## src/rtl/minv_io_ctrl_if.sv

```systemverilog
// Host word bus plus inversion-engine handshake for minv_io_ctrl.
// The slave modport is the controller's view; master is the host/engine side.
interface minv_io_ctrl_if #(
    parameter int DW = 32
);
    logic [DW-1:0] din;
    logic          din_valid;
    logic          din_ready;
    logic [DW-1:0] dout;
    logic          dout_valid;
    logic          dout_ready;
    logic          minv_en;
    logic [255:0]  opa;
    logic [255:0]  modp;
    logic          set_minv_rdy;
    logic [255:0]  minv_res;
    logic          busy;
    logic          err;

    modport slave (
        input  din, din_valid, dout_ready, set_minv_rdy, minv_res,
        output din_ready, dout, dout_valid, minv_en, opa, modp, busy, err
    );

    modport master (
        output din, din_valid, dout_ready, set_minv_rdy, minv_res,
        input  din_ready, dout, dout_valid, minv_en, opa, modp, busy, err
    );
endinterface

```

## src/rtl/minv_io_ctrl.sv

```systemverilog
// Word-serial loader/unloader around a 256-bit modular-inversion engine.
// Rejects operands the engine cannot invert (a==0, p even, p<=1) with err and a zero result.
//
// state    | meaning
// S_IDLE   | waiting for the first operand word (a word 0)
// S_LOAD_A | collecting a words 1..NW-1
// S_LOAD_P | collecting p words 0..NW-1
// S_CHECK  | operand sanity check
// S_START  | one-cycle minv_en pulse
// S_WAIT   | engine running, waiting for set_minv_rdy
// S_UNLOAD | streaming the result buffer out, LS word first
module minv_io_ctrl #(
    parameter int DW = 32,
    parameter int NW = 8
) (
    input  logic          clk,
    input  logic          rst,
    minv_io_ctrl_if.slave bus
);
    localparam int OW = DW * NW;
    localparam int CW = (NW > 1) ? $clog2(NW) : 1;

    typedef enum logic [2:0] {
        S_IDLE, S_LOAD_A, S_LOAD_P, S_CHECK, S_START, S_WAIT, S_UNLOAD
    } state_t;

    state_t        r_state;
    state_t        w_next;
    logic [CW-1:0] r_cnt;
    logic [OW-1:0] r_opa;
    logic [OW-1:0] r_modp;
    logic [OW-1:0] r_buf;
    logic          r_err;

    logic w_din_xfer;
    logic w_dout_xfer;
    logic w_last;
    logic w_bad;
    logic w_capture;

    assign w_din_xfer  = bus.din_valid & bus.din_ready;
    assign w_dout_xfer = bus.dout_valid & bus.dout_ready;
    assign w_last      = (r_cnt == CW'(NW - 1));
    assign w_bad       = (r_opa == '0) || !r_modp[0] || (r_modp <= OW'(1));
    assign w_capture   = bus.set_minv_rdy && ((r_state == S_START) || (r_state == S_WAIT));

    always_comb begin
        w_next         = r_state;
        bus.din_ready  = 1'b0;
        bus.dout_valid = 1'b0;
        bus.minv_en    = 1'b0;
        bus.busy       = 1'b0;
        case (r_state)
            S_IDLE: begin
                bus.din_ready = 1'b1;
                if (w_din_xfer) w_next = S_LOAD_A;
            end
            S_LOAD_A: begin
                bus.din_ready = 1'b1;
                if (w_din_xfer && w_last) w_next = S_LOAD_P;
            end
            S_LOAD_P: begin
                bus.din_ready = 1'b1;
                if (w_din_xfer && w_last) w_next = S_CHECK;
            end
            S_CHECK:  w_next = w_bad ? S_UNLOAD : S_START;
            S_START: begin
                bus.minv_en = 1'b1;
                w_next      = w_capture ? S_UNLOAD : S_WAIT;
            end
            S_WAIT:   if (w_capture) w_next = S_UNLOAD;
            S_UNLOAD: begin
                bus.dout_valid = 1'b1;
                if (w_dout_xfer && w_last) w_next = S_IDLE;
            end
            default:  w_next = S_IDLE;
        endcase
        if (r_state != S_IDLE) bus.busy = 1'b1;
        // Handshake outputs are forced quiet combinationally while reset is held,
        // since the synchronous reset has not yet reached the state register.
        if (rst) begin
            bus.din_ready  = 1'b0;
            bus.dout_valid = 1'b0;
            bus.minv_en    = 1'b0;
            bus.busy       = 1'b0;
        end
    end

    always_ff @(posedge clk) begin
        if (rst) begin
            r_state <= S_IDLE;
            r_cnt   <= '0;
            r_opa   <= '0;
            r_modp  <= '0;
            r_buf   <= '0;
            r_err   <= 1'b0;
        end else begin
            r_state <= w_next;
            if (w_next != r_state)
                r_cnt <= '0;
            else if (w_din_xfer || w_dout_xfer)
                r_cnt <= r_cnt + CW'(1);

            case (r_state)
                S_IDLE: begin
                    if (w_din_xfer) begin
                        r_opa[DW-1:0] <= bus.din;
                        r_err         <= 1'b0;
                        r_cnt         <= CW'(1);
                    end
                end
                S_LOAD_A: if (w_din_xfer) r_opa[int'(r_cnt)*DW +: DW]  <= bus.din;
                S_LOAD_P: if (w_din_xfer) r_modp[int'(r_cnt)*DW +: DW] <= bus.din;
                S_CHECK: begin
                    if (w_bad) begin
                        r_err <= 1'b1;
                        r_buf <= '0;
                    end
                end
                S_START, S_WAIT: if (w_capture) r_buf <= bus.minv_res;
                default: ;
            endcase
        end
    end

    assign bus.dout = r_buf[int'(r_cnt)*DW +: DW];
    assign bus.opa  = r_opa;
    assign bus.modp = r_modp;
    assign bus.err  = r_err;
endmodule

```

## src/flat_wrapper.sv

```systemverilog
// flat-port wrapper written by rule: the top's interface ports become plain ports
module minv_io_ctrl_flat 
#(
    parameter int DW = 32,
    parameter int NW = 8
)
  (clk, rst, bus_din, bus_din_valid, bus_dout_ready, bus_set_minv_rdy, bus_minv_res, bus_din_ready, bus_dout, bus_dout_valid, bus_minv_en, bus_opa, bus_modp, bus_busy, bus_err);
  minv_io_ctrl_if #(.DW(DW)) bus_i ();
  input  logic clk;
  input  logic rst;
  input wire logic [$bits(bus_i.din)-1:0] bus_din;
  input wire logic [$bits(bus_i.din_valid)-1:0] bus_din_valid;
  input wire logic [$bits(bus_i.dout_ready)-1:0] bus_dout_ready;
  input wire logic [$bits(bus_i.set_minv_rdy)-1:0] bus_set_minv_rdy;
  input wire logic [$bits(bus_i.minv_res)-1:0] bus_minv_res;
  output wire logic [$bits(bus_i.din_ready)-1:0] bus_din_ready;
  output wire logic [$bits(bus_i.dout)-1:0] bus_dout;
  output wire logic [$bits(bus_i.dout_valid)-1:0] bus_dout_valid;
  output wire logic [$bits(bus_i.minv_en)-1:0] bus_minv_en;
  output wire logic [$bits(bus_i.opa)-1:0] bus_opa;
  output wire logic [$bits(bus_i.modp)-1:0] bus_modp;
  output wire logic [$bits(bus_i.busy)-1:0] bus_busy;
  output wire logic [$bits(bus_i.err)-1:0] bus_err;
  assign bus_i.din = bus_din;
  assign bus_i.din_valid = bus_din_valid;
  assign bus_i.dout_ready = bus_dout_ready;
  assign bus_i.set_minv_rdy = bus_set_minv_rdy;
  assign bus_i.minv_res = bus_minv_res;
  assign bus_din_ready = bus_i.din_ready;
  assign bus_dout = bus_i.dout;
  assign bus_dout_valid = bus_i.dout_valid;
  assign bus_minv_en = bus_i.minv_en;
  assign bus_opa = bus_i.opa;
  assign bus_modp = bus_i.modp;
  assign bus_busy = bus_i.busy;
  assign bus_err = bus_i.err;
  minv_io_ctrl #(.DW(DW), .NW(NW)) u_core (.clk(clk), .rst(rst), .bus(bus_i));
endmodule
```

## config.mk

```make
export PLATFORM = sky130hd
export DESIGN_NAME = minv_io_ctrl_flat
export DESIGN_NICKNAME = d
export VERILOG_FILES = /design/src/rtl/minv_io_ctrl_if.sv /design/src/rtl/minv_io_ctrl.sv /design/src/flat_wrapper.sv
export SDC_FILE = /design/constraint.sdc
export NUM_CORES = 2
export LEC_CHECK = 0
export ABC_AREA = 0
export CORE_AREA = 2 2 325 327
export DETAILED_ROUTE_END_ITERATION = 8
export DIE_AREA = 0 0 327 329
export PLACE_DENSITY = 0.49
export REMOVE_ABC_BUFFERS = 1
export SLEW_MARGIN = 20
export SYNTH_ARGS = -nofsm -noshare
export SYNTH_HDL_FRONTEND = slang
export SYNTH_SLANG_ARGS = --single-unit
```

## constraint.sdc

```tcl
create_clock -name clk -period 3.37 [get_ports clk]
set_input_delay 0.674 -clock clk [delete_from_list [all_inputs] [get_ports clk]]
set_output_delay 0.674 -clock clk [all_outputs]
set_load 0.05 [all_outputs]
```

# After elaboration in Yosys (flattened, before gate mapping)
# Cells that the tools add are included.
[word_totals]
ff_bits = 775
in_bits = 293
word_cells = 79
[op_classes]
add_sub_neg = 2
order_cmp = 1
n_eq_ne = 12
shifts = 3
muxes = 31
bitwise = 2
reduce_logical = 21
[ops]
columns = ["cell", "count"]
rows = [
  ["256-bit bitwise mux", 2],
  ["256-bit 2-to-1 mux", 2],
  ["256-bit case mux with 2 select lines", 1],
  ["256-bit by 1-bit less-or-equal comparator with 1-bit output (second input constant)", 1],
  ["256-bit logical NOT", 1],
  ["32-bit by 33-bit variable shift with 256-bit output (first input constant)", 1],
  ["256-bit by 9-bit indexed part select with 32-bit output", 1],
  ["32-bit by 33-bit indexed part select with 256-bit output", 1],
  ["32-bit 2-to-1 mux", 2],
  ["32-bit case mux with 2 select lines", 1],
  ["8-bit negation with 33-bit output", 1],
  ["3-bit 2-to-1 mux", 9],
  ["3-bit case mux with 7 select lines", 1],
  ["3-bit equality test (second input constant)", 4],
  ["1-bit 2-to-1 mux", 10],
  ["3-bit AND reduction", 3],
  ["2-bit by 1-bit inequality test with 1-bit output (second input constant)", 4],
  ["3-bit by 2-bit equality test with 1-bit output (second input constant)", 2],
  ["2-bit nonzero test", 3],
  ["1-bit logical OR", 4],
  ["2-bit 2-to-1 mux", 2],
  ["2-bit AND reduction", 2],
  ["3-bit by 1-bit adder with 3-bit output (second input constant)", 1],
  ["3-bit by 1-bit equality test with 1-bit output (second input constant)", 1],
  ["9 further kinds", 12],
]

# Depth between registers and ports, before layout
[logic_depth]
ltp_word = 12
mapped_depth = 12

# Worst setup path after synthesis
# OpenSTA, ideal clock, no wires.
[synth_timing]
kind = "reg2reg"
from = "register u_core.r_cnt[1]"
to = "register u_core.r_modp[10], in the netlist u_core.bus.modp[10]"
setup_ns = 0.128
arrival_ns = 2.852
t_required_ns = 3.242
path_slack_ns = 0.391
path_stages_with_launch = 13
path_buffers = 4
synth_period_minus_slack_ns = 2.979
cell_sequence = "dfxtp_1 > buf_1 > clkbuf_1 > inv_1 > ha_1 > ha_1 > nor2_1 > nand4_1 > or3_1 > clkbuf_1 > buf_1 > mux2i_1 > nor2_1"
[synth_via]
elab_chain_cells = 3
elab_cells_between_ends = 4
classes_between = "1 x add/sub; 2 x shift; 1 x mux"
[synth_lines]
columns = ["item", "line_no", "rtl"]
rows = [
  ["start: declaration", "minv_io_ctrl.sv:29", "logic [CW-1:0] r_cnt;"],
  ["start signal: assignment", "minv_io_ctrl.sv:102", "r_cnt <= r_cnt + CW'(1);"],
  ["8-bit negation with 33-bit output (*)", "minv_io_ctrl.sv:113", "S_LOAD_P: if (w_din_xfer) r_modp[int'(r_cnt)*DW +: DW] <= bus.din;"],
  ["32-bit by 33-bit indexed part select with 256-bit output or 32-bit by 33-bit variable shift with 256-bit output (tied branches)", "minv_io_ctrl.sv:113", ""],
  ["256-bit bitwise mux (*)", "minv_io_ctrl.sv:113", ""],
  ["end signal: indexed assignment", "minv_io_ctrl.sv:113", ""],
  ["end: declaration", "minv_io_ctrl.sv:31", "logic [OW-1:0] r_modp;"],
]
# Mark *: on every way between the ends. The rest lies on a longest branch, timed or not.
# A chain may end at the register's enable or synchronous reset.

# Worst setup path after layout
[layout_timing]
from = "register u_core.r_modp[30], in the netlist u_core.bus.modp[30]"
to = "register u_core.r_buf[23]"
[layout_via]
elab_chain_cells = 4
[layout_lines]
columns = ["item", "line_no", "rtl"]
rows = [
  ["256-bit by 1-bit less-or-equal comparator with 1-bit output", "minv_io_ctrl.sv:44", "assign w_bad = (r_opa == '0) || !r_modp[0] || (r_modp <= OW'(1));"],
  ["1-bit logical OR", "minv_io_ctrl.sv:44", ""],
  ["2-bit by 1-bit inequality test with 1-bit output (no line)", "-", ""],
  ["3-bit AND reduction (no line)", "-", ""],
  ["end signal: assignment", "minv_io_ctrl.sv:120", "S_START, S_WAIT: if (w_capture) r_buf <= bus.minv_res;"],
  ["end: declaration", "minv_io_ctrl.sv:32", "logic [OW-1:0] r_buf;"],
]
# Every way passes these cells.

==> run metrics <==
Peak Freq 306.1 MHz; post-DR vias/cell about 5.0; Core Rows 119; FF+latch count, synth a little under 800; min-delay src u_core.r_buf[206]; Max FO, Critical Path between 40 and 50; synth unique cells 42; worst rel slew slack roughly 26%; Worst-Skew Late Latency ~0.67 ns; warnings from Yosys 0; status finished clean; post-route ant nets 0; grt total ovfl 0; CTS sink count approximately 780; worst-margin pin slew between 1 and 1.5 ns; HPWL after DPL ~100000 um; number of global-route vias before repair about 26000; Layout Utilization roughly two fifths; Post-Synthesis Cell Area 29060 sq um; path type of the worst min-delay path reg -> reg; CTS H-tree depth 3; first-pass GRT wire length ~200000 um; largest net degree at the start of global routing 226; DR iter-0 viols around 2300; Num CTS Buffers between 90 and 100; Pins Over Slew Limit 0; syn_area_per_cell roughly 8.9 sq um; Final nets 4340; EDFF count, synth 0; CTS clk-pin slew, worst paths about 0.060 ns; antenna violations before repair 14; Worst Skew approximately 0.026 ns; Post-synth ARST share 0%; Root Driver clkbuf_16; Synth top area share between 50% and 60%; # hold bufs at CTS 0; Die H roughly 330 um; required time worst endpoint 3.92 ns; Cell Pwr Density around 500 nW/um^2; classification of the worst setup path reg -> reg; commonest non-fill, non-tap cell in the layout nand2_1; clk buf depth 3; Post-Syn Instances roughly 3300; Starting Density about 28%; gpl congestion about 0.85; Core ar. 104400 sq um; CP startpoint kind register; worst-case reg-to-reg path depth 10; IO Pins between 800 and 900; r2r startpoint u_core.bus.modp[30]; Power Total 21.38 mW; mean routed wirelength per cell about 26 um; die width between 300 and 400 um; crit path DAT roughly 3.8 ns; period utilization between 90% and 100%; hold path endpoint u_core.r_buf[206]; crit path time final between 3 and 4 ns; DRC 0; Setup Viol. Count Final 0; unrepaired setup endpoints after global routing yes; commonest cells after routing, fill and taps aside nand2_1, clkdlybuf4s50_1, dfxtp_1; max-cap violations 0; CTS tree yes; setup TNS 0 ns; Synth Flop Type dfxtp_1; post-synthesis sequential area ratio 53.40%; die area around 110000 sq um; reg-to-reg slack, setup ~0.10 ns; drt first pass iters 6; Synth-to-Final Area Change 46.79%; Final Hold Fails 0; synth top area cells dfxtp_1, nand2_1, a21oi_1; GRT Util Overall between 20% and 30%; leading area contributor after synthesis dfxtp_1; worst hold stages 1; Peak VDD IR around 0.00035 V; Final Routed Wirelength about 140000 um; port bufs about 840; Setup crit end kind register; vias approximately 28000; proportion of layout cells with a drive suffix above 1 about a tenth; FF-to-FF End u_core.r_buf[23]; Pleak approximately 15 nW
## cells in the mapped netlist (all sizes together) (5+ instances only)
library cell and count:
a21oi 481, a22o 256, buf 43, clkbuf 252, dfxtp 775, inv 5, mux2i 34, mux4 64
nand2 972, nand2b 6, nand3 6, nand4 34, nor2 168, nor3 10, nor4 132
## stage by stage
stage / cells / setup WS, ns / hold slack, ns / area, sq um
final: 5517 / 0.1036 / 0.4678 / 42650
after global routing: 5514 / -0.05507 / 0.4794 / 42640
after CTS: 5507 / 0.01552 / 0.4691 / 42580
after detailed placement: 5334 / -0.3872 / 0.4501 / 39160
after global placement: 5334 / -0.4007 / 0.4507 / 39160
after floorplan: 2985 / -17.95 / 0.4371 / 27750
## worst max path at each step
stage	cells past startpoint	from	end
after floorplan	6	u_core.bus.modp[71]	u_core.r_buf[0]
after global placement	10	u_core.bus.modp[71]	u_core.r_buf[174]
after detailed placement	10	u_core.bus.modp[71]	u_core.r_buf[14]
after CTS	10	u_core.bus.modp[71]	u_core.r_buf[23]
after global routing	10	u_core.bus.modp[30]	u_core.r_buf[49]
final	10	u_core.bus.modp[30]	u_core.r_buf[23]
## cell type report
| cell class | count | area [sq um] |
|---|---|---|
| Clock buffer | 126 | 2621 |
| Antenna cell | 10 | 25.02 |
| Multi-Input combinational cell | 2205 | 12370 |
| Inverter | 5 | 18.77 |
| Timing Repair Buffer | 965 | 9706 |
| Sequential cell | 775 | 15520 |
| Tap cell | 1391 | 1740 |
| Clock inverter | 40 | 641.9 |
| Fill cell | 10398 | 61720 |
## repair_timing
item	4_1_cts	5_1_grt
resized for setup	9	8
buffers inserted	6	0
pin swaps	1	2
setup endpoints to repair	287	221
cloned	1	0
## report_power, final
part	total, mW	internal [mW]	switching [mW]	leakage [nW]
clock	10.8	6.61	4.19	1.61
combinational	1.36	0.558	0.802	7.38
sequential	9.22	9.19	0.0368	6.24
total	21.4	16.4	5.03	15.2
## logic make-up (layout without fill, tap and decap cells)
kind of cell	after synthesis	count (layout)	share of synthesized area, %
AND/OR/NAND/NOR	1348	1348	19.24
flip-flops	775	775	53.40
AO/OA/AOI/OAI	753	753	16.43
buffers and inverters	300	1136	4.560
multiplexers	99	99	6.171
adder cells (fa/ha/maj)	4	4	0.1722
XOR/XNOR	1	1	0.03015
other	0	10	0
## state kept, by name, indices dropped and copies added (netlist names)
register / flops
u_core.bus.err: 1
u_core.bus.modp: 256
u_core.bus.opa: 256
u_core.r_buf: 256
u_core.r_cnt: 3
u_core.r_state: 3
## routing by layer
layer,part of all wire [%],global-route usage (%),routed length (um),vias up
met5,0.048,0,69,-
met3,8.9,7.853,12670,193
li1,-,-,-,12939
met4,3.2,9.354,4506,10
met2,48,42.38,67980,1120
met1,40,30.75,57590,13531
## critical path, stage by stage, from the launching register on
cell     delay, ns
dfxtp_1       0.35
nor4_4        0.31
buf_4         0.16
nand4_1       0.24
or4_4         0.54
o41ai_4       0.55
buf_4         0.22
o41ai_2       0.10
buf_12        0.24
buf_12        0.18
a22o_1        0.20
Note: power is estimated with default switching activity, not from simulation.
